### config.mk
export PLATFORM = sky130hd
export DESIGN_NAME = irq_priority_ctrl
export DESIGN_NICKNAME = d
export VERILOG_FILES = /design/src/rtl/irq_priority_ctrl.sv
export SDC_FILE = /design/constraint.sdc
export NUM_CORES = 1
export LEC_CHECK = 0
export ABC_AREA = 1
export ABC_CLOCK_PERIOD_IN_PS = 2800
export BUFFER_PORTS_ARGS = -buffer_cell sky130_fd_sc_hd__buf_2
export CAP_MARGIN = 10
export CORE_ASPECT_RATIO = 1.2
export CORE_UTILIZATION = 51
export DETAILED_ROUTE_END_ITERATION = 7
export GPL_TIMING_DRIVEN = 0
export PLACE_DENSITY = 0.81
export SKIP_LAST_GASP = 1
export SLEW_MARGIN = 20
export SYNTH_ARGS = -nofsm -noshare
export SYNTH_HDL_FRONTEND = slang
export SYNTH_SLANG_ARGS = --single-unit
export TNS_END_PERCENT = 30
### constraint.sdc
create_clock -name clk -period 2.8 [get_ports clk]
set_input_delay 0.7 -clock clk [delete_from_list [all_inputs] [get_ports clk]]
set_output_delay 0.7 -clock clk [all_outputs]
set_load 0.02 [all_outputs]
### src/rtl/irq_priority_ctrl.sv
// Eight-line edge-captured interrupt front-end with fixed priority (bit 0 highest).
// Presents one ID over a valid/ack handshake and stays busy until end-of-interrupt.
module irq_priority_ctrl #(
    parameter int NUM_REQ = 8,
    parameter int ID_W    = 3
) (
    input  logic               clk,
    input  logic               rst_n,
    input  logic [NUM_REQ-1:0] req,
    input  logic [NUM_REQ-1:0] mask,
    input  logic               irq_ack,
    input  logic               eoi,
    output logic               irq_valid,
    output logic [ID_W-1:0]    irq_id,
    output logic               busy,
    output logic [NUM_REQ-1:0] pending
);

    typedef enum logic [1:0] {
        IDLE    = 2'd0,
        PRESENT = 2'd1,
        SERVICE = 2'd2
    } state_t;

    state_t             state;
    state_t             next_state;
    logic [NUM_REQ-1:0] req_q;
    logic [NUM_REQ-1:0] req_edge;
    logic [NUM_REQ-1:0] cand;
    logic [NUM_REQ-1:0] clr;
    logic [ID_W-1:0]    winner;
    logic               load_id;
    logic               ack_take;

    assign req_edge = req & ~req_q;
    assign cand     = pending & mask;

    // Scan from the lowest priority upward so the lowest set index wins.
    always_comb begin
        winner = '0;
        for (int unsigned i = NUM_REQ; i > 0; i--) begin
            if (cand[i-1]) begin
                winner = ID_W'(i - 1);
            end
        end
    end

    always_comb begin
        next_state = state;
        load_id    = 1'b0;
        ack_take   = 1'b0;
        case (state)
            IDLE: begin
                if (|cand) begin
                    load_id    = 1'b1;
                    next_state = PRESENT;
                end
            end
            PRESENT: begin
                if (irq_ack) begin
                    ack_take   = 1'b1;
                    next_state = SERVICE;
                end
            end
            SERVICE: begin
                if (eoi) begin
                    next_state = IDLE;
                end
            end
            default: next_state = IDLE;
        endcase
    end

    always_comb begin
        clr = '0;
        if (ack_take) begin
            clr = NUM_REQ'(1) << irq_id;
        end
    end

    always_ff @(posedge clk or negedge rst_n) begin
        if (!rst_n) begin
            state     <= IDLE;
            req_q     <= '0;
            pending   <= '0;
            irq_id    <= '0;
            irq_valid <= 1'b0;
            busy      <= 1'b0;
        end else begin
            state     <= next_state;
            req_q     <= req;
            // A fresh edge re-arms a line even while its previous event is being cleared.
            pending   <= req_edge | (pending & ~clr);
            if (load_id) begin
                irq_id <= winner;
            end
            irq_valid <= (next_state == PRESENT);
            busy      <= (next_state == SERVICE);
        end
    end

endmodule

After elaboration in Yosys (flattened, before gate mapping)
Cells that the tools add are included.
{"block": "totals", "regBits": 23, "input_bits": 20, "out_inout_bits": 13, "word_cells": 36}
{"block": "classes", "eq_ne": 4, "shifts": 1, "n_mux": 17, "bitwise": 6, "n_reduce_logical": 2}
{"operator": "AND 8 bit", "n": 3}
{"operator": "two-way mux 3 bit", "n": 8}
{"operator": "NOT 8 bit", "n": 2}
{"operator": "two-way mux 8 bit", "n": 1}
{"operator": "OR 8 bit", "n": 1}
{"operator": "OR reduction 8 bit", "n": 1}
{"operator": "left shift 1 x 3 -> 8 bit (first input constant)", "n": 1}
{"operator": "two-way mux 2 bit", "n": 3}
{"operator": "one-hot mux 2 bit (3 select lines)", "n": 1}
{"operator": "== test 2 x 1 -> 1 bit (second input constant)", "n": 2}
{"operator": "== test 2 bit (second input constant)", "n": 2}
{"operator": "two-way mux 1 bit", "n": 4}
{"operator": "zero test 2 bit", "n": 1}

Logic depth before layout (Yosys ltp)
Gate-level depths: netlist of run 1.
{"block": "logic_depth", "depth_word": 9, "mapped_depth": 10, "depth_no_buf": 10}

Worst setup path before layout of run 1
OpenSTA, ideal clock, no wires.
{"block": "synth_path", "kind": "input to register", "start": "input port mask[3]", "end": "register irq_id[0]", "setup_time_ps": 117, "arrival_ps": 1231, "required_time_ps": 2683, "setup_slack_ps": 1452, "cell_stages": 8, "n_path_buf": 0, "cell_sequence": "nand2_1 > nand2_1 > nor2_2 > nand2_2 > nand2_4 > nor2_2 > nand2_1 > nand2_1"}
{"block": "synth_between", "elab_chain_cells": 5, "word_cells_on_any_way": 8, "cone_classes": "6 x mux; 1 x bitwise; 1 x reduce/logical"}
{"item": "start: declaration", "line": "10", "rtl": "input logic [NUM_REQ-1:0] mask,"}
{"item": "AND 8 bit (*)", "line": "36", "rtl": "assign cand = pending & mask;"}
{"item": "two-way mux 3 bit (4 in series)", "line": "42", "rtl": "if (cand[i-1]) begin"}
{"item": "end signal: assignment", "line": "95", "rtl": "irq_id <= winner;"}
{"item": "end: declaration", "line": "14", "rtl": "output logic [ID_W-1:0] irq_id,"}
Mark *: on every way between the ends. The rest lies on a longest branch, timed or not.
A chain may end at the register's enable or synchronous reset.

Worst setup path after layout of run 1
{"block": "layout_path", "start": "register irq_id[1]", "end": "output port irq_id[1]"}
No word-level cell between the ends.

==> run metrics, run 1 <==
design area=around 0.0012 mm^2; First-pass DRT Iterations=3; largest net degree at the start of global routing=24; H-tree Lvls=1; aggregate global routing overflow=0; ANT cells=0; Initial Util=56.2%; #FFs+latches synth=23; reg2reg end=irq_id[0]; DRC viols=0; Max Clock Skew=~0.0056 ns; MaxCap Viol Count=0; slowest cell on the critical path=dfrtp_1; CP top delay family=flip-flops; crit path DAT=0.94 ns; setup TNS=0 ns; status=completed; final setup violation count=0; share of cells above drive strength 1=around a third; VDD IR max=between 0.4 and 0.5 mV; gr usage total=roughly a fifth; CP Capture Type=output port; nets=between 150 and 200; CTS tree=done; vias in the first global route=769; max incr delay on CP=0.43 ns; dpl cell area=0.00113 mm^2; CP Max Fanout=5; P&R area growth vs syn=22.3%; DIE WIDTH=41.3 um; dpl hpwl=about 1.4 mm; CP Data Required Time=2.10 ns; Gates resized, CTS repair=0; Cells after Synth=101; Antenna Nets Post-Route=0; Port Buffers=32; first-pass GRT wire length=just under 3 mm; most frequent cells in the layout=32 x buf_2, 26 x nand2_1, 23 x dfrtp_1; Buf/Inv on CP=1; Sink Count=23; post-detailed-routing wire length=between 1.5 and 2 mm; final critical-path share of the clock period=approximately three fifths; Tmin final=1.64 ns; worst skew pair latency=roughly 0.31 ns; register area share after synthesis=around three fifths; syn_area_per_cell=around 9.4 um^2; Hold WS=~0.32 ns; WL/cell=roughly 11 um; Top Ports=33; Setup CP Type=flip-flop to output port; # hold bufs at CTS=0; Distinct cells, synth=15; Vert. Die Dim=between 40 and 50 um; CTS buffer count=3; initial antenna violation count=0; r2r startpoint=pending[2]; Hold Crit Class=primary input to asynchronous set/reset pin; synthesized area=about 940 um^2; Power Dens Cells=about 900 mW/mm^2; placed cell count=151; fillers=143; most common cell after layout, fill and taps aside=buf_2; GP Congestion=~0.8; YS warnings=0; clk root buf=clkbuf_4; Worst-path clk slew=0.12 ns; Slew @ Worst Pin=around 0.48 ns; crit path launch type=flip-flop; Fin. Hold Viols=0; critical path depth=1; Max Clk Rate=between 600 and 700 MHz; critical path, cell by cell=buf_2; number of setup buffers added after CTS=0; CORE AREA=0.00168 mm^2; r2r setup slk=between 1.5 and 2 ns; Lkg Pwr=approximately 0.61 nW; syn nets=between 100 and 150; fin. max-slew vios=0; non-filler cells, final=155; Via density=a little over 5; Slew HR=68.0%; Reg2Reg Depth=8; DIE AREA=0.00203 mm^2; vias=793; CTS max path bufs=2; RSZ-0062 raised after global routing=no; Rows=16; Iter 0 DRT Violations=14
[layer usage]
metal  vias to the layer above  GRT usage (%)  part of all wire (%)
met4                         0           11.3                   3.2
li1                        387              -                     -
met1                       375           24.0                    38
met5                         -              0                     0
met3                         7           4.57                   4.9
met2                        24           35.2                    54
[area by class of cell]
cell class | instances | area, um^2 | share of cell area, %
Timing Repair Buffer | 32 | 160 | 13.9
Clock buffer | 3 | 22.5 | 1.95
Tap cell | 18 | 22.5 | 1.95
Clock inverter | 1 | 5.00 | 0.433
Sequential cell | 23 | 576 | 49.8
Inverter | 15 | 56.3 | 4.88
Multi-Input combinational cell | 63 | 313 | 27.1
[cell usage after synthesis (all sizes together)]
cell	n	area, um^2
or2	2	12.5
dfrtp	23	576
nor2	5	31.3
a21oi	1	5.00
nor3	2	10.0
o21ai	19	95.1
nand3	3	15.0
nand2	31	144
inv	15	56.3
[worst reg2reg max path: stages, from the launching register on]
cell	delay [ns]
dfrtp_1	0.42
nand2_1	0.11
nand2_1	0.08
nor2_2	0.14
nand2_2	0.08
nand2_4	0.09
nor2_2	0.04
nand2_1	0.05
nand2_1	0.04
[cell families (layout without fill, tap and decap cells)]
| kind of cell | after synthesis | in the layout | share of synthesized area (%) |
|---|---|---|---|
| AOI/OAI and AO/OA | 20 | 20 | 10.6 |
| buffers and inverters | 15 | 51 | 5.96 |
| DFF | 23 | 23 | 60.9 |
| and+or+nand+nor | 43 | 43 | 22.5 |
[worst max path at each step]
stage                    from   endpoint  slack (ns)
finish              irq_id[1]  irq_id[1]        1.16
global route        irq_id[0]  irq_id[0]        1.12
CTS                 irq_id[0]  irq_id[0]        1.16
detailed placement    mask[3]  irq_id[0]        1.26
global placement      mask[3]  irq_id[0]        1.28
floorplan             mask[3]  irq_id[0]        1.45
[state kept, by name (all words and copies together) (netlist names)]
| register | count |
|---|---|
| irq_id | 3 |
| req_q | 8 |
| irq_valid | 1 |
| pending | 8 |
| state | 2 |
| busy | 1 |
[stage by stage]
stage / setup slack (ns) / utilization, % / total power [mW]
2_1_floorplan: 1.45 / - / 0.766
4_1_cts: 1.16 / 68.7 / 1.05
5_1_grt: 1.12 / 68.7 / 1.12
3_3_place_gp: 1.28 / 67.0 / 0.888
3_5_place_dp: 1.26 / 67.0 / 0.903
6_report: 1.16 / 68.7 / 1.05
[report_power, final]
part	switching [mW]	leakage (nW)	total (mW)	internal (mW)
combinational	0.270	0.338	0.414	0.143
sequential	0.0658	0.254	0.481	0.415
clock	0.0977	0.0177	0.151	0.0535
total	0.434	0.610	1.05	0.612
Power figures use the tool's default switching activity.
==> run 2, diff against run 1 <==
ABC_CLOCK_PERIOD_IN_PS = 1400   (was 2800)
CORE_UTILIZATION = 43   (was 51)
PLACE_DENSITY = 0.73   (was 0.81)
clock period = 1.4 ns   (was 2.8 ns; I/O delays follow)
==> run 2 against run 1 <==
Net effect: critical path depth did not move; power rose by 99%; global-route usage fell by 4.3 points; critical path type unchanged; largest cell class unchanged.
==> run metrics, run 2 (synthesized netlist as in run 1, its figures left out) <==
CP Max Fanout=5; share of cells above drive strength 1=~33%; CP top delay family=flip-flops; post-detailed-routing wire length=1.74 mm; Reg2Reg Depth=8; dpl cell area=about 0.0011 mm^2; critical path, cell by cell=buf_2; largest net degree at the start of global routing=24; Buf/Inv on CP=1; final setup violation count=0; H-tree Lvls=1; Worst Hold Depth=1; Max Clock Skew=slightly above 0.005 ns; DIE AREA=about 0.0024 mm^2; P&R area growth vs syn=24.8%; Worst-path clk slew=approximately 0.12 ns; Antenna Nets Post-Route=0; WL/cell=roughly 10 um; clk root buf=clkbuf_4; Iter 0 DRT Violations=5; Hold WS=roughly 0.15 ns; Tmin final=1.30 ns; CORE AREA=between 0.002 and 0.0025 mm^2; r2r setup slk=around 0.24 ns; first-pass GRT wire length=between 2 and 3 mm; VDD IR max=roughly 0.91 mV; vias in the first global route=between 700 and 800; reg2reg end=irq_id[0]; r2r startpoint=pending[2]; Initial Util=between 40% and 50%; Fin. Hold Viols=0; max incr delay on CP=about 0.45 ns; Lkg Pwr=between 0.6 and 0.7 nW; fin. max-slew vios=0; crit path launch type=flip-flop; CP Data Required Time=roughly 1.1 ns; design area=about 0.0012 mm^2; setup TNS=0 ns; aggregate global routing overflow=0; nets=around 160; most frequent cells in the layout=32 x buf_2, 26 x nand2_1, 23 x dfrtp_1; vias=774; gr usage total=between 10% and 20%; hold_sp=req[3]; Rows=18; slowest cell on the critical path=dfrtp_1; Sink Count=23; ANT cells=0; Power Dens Cells=about 1800 mW/mm^2; MaxCap Viol Count=0; DIE WIDTH=about 45 um; GP Congestion=0.742; biggest regs=pending x8, req_q x8, irq_id x3; Setup CP Type=flip-flop to output port; DRC viols=0; Port Buffers=32; dpl hpwl=1.36 mm; CTS buffer count=3; RSZ-0062 raised after global routing=no; Worst Hold End=req_q[3]; Top Ports=33; Via density=about 4.6; initial antenna violation count=0; final critical-path share of the clock period=between 90% and 100%; most common cell after layout, fill and taps aside=buf_2; Slew @ Worst Pin=between 0.5 and 0.6 ns; First-pass DRT Iterations=2; status=completed; CTS max path bufs=2; Max Clk Rate=about 770 MHz; crit path DAT=approximately 0.95 ns; Slew HR=66.0%; CP Capture Type=output port; number of setup buffers added after CTS=0; fillers=220; worst skew pair latency=just over 0.3 ns; CTS tree=done; Vert. Die Dim=around 53 um; Hold Crit Class=primary input to flip-flop
[run 2: cell types whose count changed in the layout (fill, tap and decap cells not counted), sizes merged]
cell         change
clkinv           -1
clkbuf           +1
dlygate4sd3      +1
[run 2: area by class of cell]
class | count | area [um^2] | area share, %
tap | 30 | 37.5 | 3.18
inverter | 15 | 56.3 | 4.78
multi-input combinational | 63 | 313 | 26.5
clock buffer | 4 | 26.3 | 2.23
sequential | 23 | 576 | 48.8
timing repair buffer | 33 | 170 | 14.4
[run 2: layer usage]
layer  vias to the layer above  share of wire (%)  GRT usage (%)  wire [um]
li1                        394                  -              -          -
met1                       356                 44           18.9        774
met2                        20                 51           30.4        881
met3                         4                3.3           2.05         57
met4                         0                1.7           10.6         29
met5                         -                  0              0          0
[run 2: worst max path at each step]
stage	cells after the start	endpoint	start	slack, ns
finish	1	irq_id[0]	irq_id[0]	0.1
global route	1	irq_id[0]	irq_id[0]	0.03
CTS	1	irq_id[1]	irq_id[1]	0.09
detailed placement	9	irq_id[0]	mask[3]	0.21
global placement	9	irq_id[0]	mask[3]	0.23
floorplan	8	irq_id[0]	pending[2]	0.26
[run 2: repair_timing]
item                                   4_1_cts  5_1_grt
hold buffers                                 1        0
endpoints found under the hold margin       23        0
resized for setup                            0        0
[run 2: power by group]
part	switching [mW]	internal, mW
clock network	0.190	0.111
registers	0.134	0.830
logic	0.531	0.288
[run 2: metrics by stage]
| step | total power, mW | utilization (%) | setup WS, ns | std cells |
|---|---|---|---|---|
| 2_1_floorplan | 1.53 | - | 0.258 | 101 |
| 3_3_place_gp | 1.78 | 55.1 | 0.228 | 163 |
| 3_5_place_dp | 1.80 | 55.1 | 0.208 | 163 |
| 4_1_cts | 2.11 | 56.9 | 0.0947 | 168 |
| 5_1_grt | 2.24 | 56.9 | 0.0309 | 168 |
| 6_report | 2.08 | 56.9 | 0.0992 | 168 |
